<file path="config.mk">
export PLATFORM = sky130hd
export DESIGN_NAME = cdb_arbiter
export DESIGN_NICKNAME = d
export VERILOG_FILES = /design/src/rtl/cdb_arbiter.sv
export SDC_FILE = /design/constraint.sdc
export NUM_CORES = 1
export LEC_CHECK = 0
export BUFFER_PORTS_ARGS = -buffer_cell sky130_fd_sc_hd__buf_4
export CORE_MARGIN = 2
export CORE_UTILIZATION = 42
export CTS_BUF_LIST = sky130_fd_sc_hd__clkbuf_2 sky130_fd_sc_hd__clkbuf_4 sky130_fd_sc_hd__clkbuf_8
export DETAILED_ROUTE_END_ITERATION = 8
export HOLD_SLACK_MARGIN = 0.15
export PLACE_DENSITY = 0.88
export SLEW_MARGIN = 20
export SYNTH_ARGS = -nofsm -noshare
export SYNTH_HDL_FRONTEND = slang
export SYNTH_SLANG_ARGS = --single-unit
</file>
<file path="constraint.sdc">
create_clock -name clk -period 1.75 [get_ports clk]
set_input_delay 0.2625 -clock clk [delete_from_list [all_inputs] [get_ports clk]]
set_output_delay 0.2625 -clock clk [all_outputs]
set_load 0.005 [all_outputs]
</file>
<file path="src/rtl/cdb_arbiter.sv">
// cdb_arbiter: round-robin arbiter for the common data bus.
// Define CDB_ARB_BYPASS_EN for combinational (0-cycle) broadcast outputs.
module cdb_arbiter #(
  parameter int N_REQ         = 4,
  parameter int DATA_WIDTH    = 4,
  parameter int CDB_TAG_WIDTH = 4,
  parameter int TAG_BASE      = 1
) (
  input  logic                        clk,
  input  logic                        rst_n,
  input  logic [N_REQ-1:0]            req_i,
  input  logic [N_REQ*DATA_WIDTH-1:0] req_data_i,
  output logic [N_REQ-1:0]            accepted_o,
  input  logic                        cdb_enable_i,
  output logic                        cdb_valid_o,
  output logic [CDB_TAG_WIDTH-1:0]    cdb_tag_o,
  output logic [DATA_WIDTH-1:0]       cdb_data_o
);

  localparam int PW  = $clog2(N_REQ);
  localparam int PW1 = PW + 1;
  localparam logic [PW:0] NQ = PW1'(N_REQ);

  if (N_REQ < 2 || N_REQ > 16) begin : g_bad_nreq
    $error("cdb_arbiter: N_REQ must be in 2..16");
  end
  if (DATA_WIDTH < 1) begin : g_bad_dw
    $error("cdb_arbiter: DATA_WIDTH must be >= 1");
  end
  if (TAG_BASE < 1) begin : g_bad_base
    $error("cdb_arbiter: TAG_BASE must be >= 1");
  end
  if (CDB_TAG_WIDTH < 1 || CDB_TAG_WIDTH > 31 ||
      (TAG_BASE + N_REQ - 1) >= (1 << CDB_TAG_WIDTH)) begin : g_bad_tag
    $error("cdb_arbiter: CDB_TAG_WIDTH cannot hold TAG_BASE+N_REQ-1");
  end

  logic [PW-1:0]            r_rr_ptr;
  logic [PW:0]              w_sum;
  logic [PW-1:0]            w_idx;
  logic [PW-1:0]            w_gidx;
  logic [PW-1:0]            w_next;
  logic                     w_found;
  logic                     w_grant;
  logic [CDB_TAG_WIDTH-1:0] w_tag;
  logic [DATA_WIDTH-1:0]    w_data;

  // Scan from rr_ptr upward, wrapping modulo N_REQ; first requester wins
  always_comb begin
    w_found = 1'b0;
    w_gidx  = '0;
    w_sum   = '0;
    w_idx   = '0;
    for (int k = 0; k < N_REQ; k++) begin
      w_sum = {1'b0, r_rr_ptr} + PW1'(k);
      if (w_sum >= NQ) begin
        w_sum = w_sum - NQ;
      end
      w_idx = w_sum[PW-1:0];
      if (!w_found && req_i[w_idx]) begin
        w_found = 1'b1;
        w_gidx  = w_idx;
      end
    end
  end

  // Grant qualification, one-hot accept, winner tag/data, next pointer
  always_comb begin
    w_grant    = rst_n & cdb_enable_i & w_found;
    accepted_o = w_grant ? (N_REQ'(1) << w_gidx) : '0;
    w_next     = (w_gidx == PW'(N_REQ - 1)) ? '0 : w_gidx + 1'b1;
    w_tag      = CDB_TAG_WIDTH'(TAG_BASE) + CDB_TAG_WIDTH'(w_gidx);
    w_data     = req_data_i[int'(w_gidx)*DATA_WIDTH +: DATA_WIDTH];
  end

  // Round-robin pointer moves past the winner on every grant
  always_ff @(posedge clk) begin
    if (!rst_n) begin
      r_rr_ptr <= '0;
    end else if (w_grant) begin
      r_rr_ptr <= w_next;
    end
  end

`ifdef CDB_ARB_BYPASS_EN
  // Broadcast the current winner directly, zero when idle
  always_comb begin
    cdb_valid_o = w_grant;
    cdb_tag_o   = w_grant ? w_tag  : '0;
    cdb_data_o  = w_grant ? w_data : '0;
  end
`else
  logic                     r_valid;
  logic [CDB_TAG_WIDTH-1:0] r_tag;
  logic [DATA_WIDTH-1:0]    r_data;

  // Register the winner for broadcast; tag/data hold when idle
  always_ff @(posedge clk) begin
    if (!rst_n) begin
      r_valid <= 1'b0;
      r_tag   <= '0;
      r_data  <= '0;
    end else if (w_grant) begin
      r_valid <= 1'b1;
      r_tag   <= w_tag;
      r_data  <= w_data;
    end else begin
      r_valid <= 1'b0;
    end
  end

  assign cdb_valid_o = r_valid;
  assign cdb_tag_o   = r_tag;
  assign cdb_data_o  = r_data;
`endif

endmodule

</file>
==> summary.md <==
| Metric | Value |
|---|---|
| Pin count of the biggest net entering global routing | 9 |
| GR Util All Layers | between 20% and 30% |
| HPWL after DPL | around 1100 µm |
| R2r startpoint | cdb_tag_o[0] |
| Ys Warns | 0 |
| Share of layout cells above drive strength 1 | 55.1% |
| Hold WS | between 200 and 300 ps |
| DRC violation count after routing | 0 |
| Mapped Area | roughly 550 µm² |
| Worst Clk Skew | between 2 and 3 ps |
| Share of the synthesized area in the top cell type | about 33% |
| Hold Fails Final Rpt | 0 |
| Pwr Total | a little under 0.7 mW |
| Worst Setup Start Kind | flop |
| Cell taking the most area after synthesis | dfxtp_1 |
| IO Pins | 36 |
| CTS Buffer Depth | 2 |
| Total gr overflow | 0 |
| Vias in the first global route | 540 |
| Syn_area_per_cell | 8.38 µm² |
| Diodes inserted | 0 |
| Max VDD drop | 459 µV |
| DR iter-0 viols | 5 |
| Worst Min Path Start | req_data_i[15] |
| Layout Nets | 131 |
| Slowest stage delay, CP | 380 ps |
| Seq/Total Area, Yosys | roughly a third |
| WS Path Type | flop to output pin |
| Initial antenna violation count | 0 |
| Worst Hold Depth | 3 |
| Max cap viols | 0 |
| Setup-failing EPs final | 0 |
| Reg2Reg Capture Point | cdb_tag_o[1] |
| CTS tree | yes |
| P_leak | 0.475 nW |
| Post-Synthesis Cells | 66 |
| Core ar. | 1270 µm² |
| Final ANT Viol Nets | 0 |
| DRT Wirelength | 1530 µm |
| Vias | 632 |
| Post-route core utilization | between 70 and 80% |
| DP Worst Slack | roughly 110 ps |
| Skew-Pair Late Insertion Delay | 270 ps |
| H-tree lvl count | 1 |
| Starting Density | between 40 and 50% |
| Period utilization | 98.6% |
| Crit path max fanout | 6 |
| RSZ-0062 raised after global routing | yes |
| Min-Delay Endpoint | cdb_data_o[3] |
| Sink Count | 9 |
| Worst path arrival time | 1460 ps |
| Power Dens Cells | between 700 and 800 nW/µm² |
| CP cell instances | nand2b_4, a21oi_2, a211o_4, and3_4, buf_4 |
| Setup ws final | ~25 ps |
| Post-synth EDFFs | 0 |
| Dpl cell area | 820 µm² |
| Cell variety after synth | 26 |
| Row count | 13 |
| Final Cell Area | roughly 940 µm² |
| Post-CTS Hold Buffers | 0 |
| Placer congestion estimate | 0.734 |
| Post-synth ARST share | 0% |
| Synth cell count leaders | dfxtp_1 (9), mux2i_1 (9), nand2_1 (9), inv_1 (6) |
| Syn_nets | between 80 and 90 |
| Vias per cell | 5.18 |
| P&R area growth vs syn | 69.2% |
| Outcome | complete, no violations |
| DIE AREA | 1620 µm² |
| CP endpoint kind | output pin |
| Die X | 40.3 µm |
| Required @ worst endpoint | 1490 ps |
| R2R Setup Slk | ~240 ps |
| # port buffers | 34 |
| Post-synthesis register bit count | 9 |
| Crit path time final | 1730 ps |
| CTS Buf Count | 3 |
| Root buffer selected by CTS | clkbuf_4 |
| Top post-synthesis cells by area | dfxtp_1 (33%), mux2i_1 (16%), o221ai_1 (6.3%), nand2_1 (6.1%), inv_1 (4.1%) |
| DRT Pass-1 Iters | 4 |
| Most common flop cell mapped by yosys | dfxtp_1 |
| First-pass GRT wire length | roughly 2100 µm |
| Fmax | just under 600 MHz |
| Reg2Reg Depth | 7 |
| WL/cell | 12.5 µm |
| Clock slew at reported path FFs | approximately 70 ps |
| Slowest-stage cell, CP | dfxtp_4 |
| Max-slew violation count | 0 |
| Hold Crit Class | input port to flop |
| Die Span Y | about 40 µm |
[metal layers]
metal  global-route usage (%)  up-vias  wire (µm)
met5                        0        -          0
met4                     12.5        0         25
met3                     6.11        5        144
met2                     34.3       35        752
met1                     22.0      279        609
li1                         -      313          -
[worst max-delay path, delay by kind of cell, from the launching register on]
family                 cells  cell delay [ps]
AOI/OAI and AO/OA          2              360
buffers and inverters      1              130
DFF                        1              380
and+or+nand+nor            2              320
[metrics by stage]
step,TNS (ps),cells
4_1_cts,0,121
3_5_place_dp,0,114
2_1_floorplan,0,66
3_3_place_gp,0,114
6_report,0,122
5_1_grt,-93.1,122
[how the worst max path moves through the flow]
stage	end	from	slack, ps
final	accepted_o[2]	cdb_tag_o[0]	20
after global routing	accepted_o[3]	cdb_tag_o[0]	-50
after CTS	accepted_o[0]	cdb_tag_o[0]	10
after detailed placement	cdb_data_o[0]	cdb_tag_o[0]	110
after floorplan	accepted_o[2]	cdb_tag_o[0]	270
after global placement	accepted_o[1]	req_i[0]	140
[flip-flops by register name, summed over array words and instances, names as in the netlist]
name and count:
cdb_valid_o 1, cdb_tag_o 3, cdb_data_o 4, r_rr_ptr 1
[final cells by class]
cell class / instances / area, µm²
inverters: 6 / 22.5
multi-input cells: 47 / 369
fillers: 91 / 333
repair buffers: 41 / 308
flip-flops and latches: 9 / 188
well taps: 15 / 18.8
clock buffers: 4 / 30.0
[what timing repair did]
item	4_1_cts	5_1_grt
endpoints found under the setup margin	4	4
hold endpoints to repair	0	0
gates resized for setup	4	9
setup buffers	3	1
pin swaps	2	5
[power breakdown]
part	internal [mW]	total, mW	switching [mW]
Sequential	0.228	0.247	0.0198
Clock	0.104	0.185	0.0815
Combinational	0.149	0.253	0.104
[layout by cell type, fill, tap and decap left out, drive strengths merged]
cell,synthesis,final
nor3,2,2
o22ai,1,1
and3,1,1
clkbuf,1,4
o41ai,1,1
mux2i,9,9
nor3b,1,1
conb,1,1
and2,1,1
a211o,1,1
a221oi,1,1
o21ai,4,4
inv,6,6
a21oi,3,3
or2,1,1
o221ai,4,4
dfxtp,9,9
buf,3,41
nand2,9,9
nand2b,3,3
nor2,4,4
[cells by family after synthesis]
| kind of cell | after synthesis | synth area share, % |
|---|---|---|
| AO/OA/AOI/OAI | 15 | 20.8 |
| flip-flops | 9 | 32.6 |
| buffers and inverters | 10 | 9.50 |
| multiplexers | 9 | 16.3 |
| AND/OR/NAND/NOR | 22 | 20.1 |
| other | 1 | 0.678 |
Note: power is estimated with default switching activity, not from simulation.
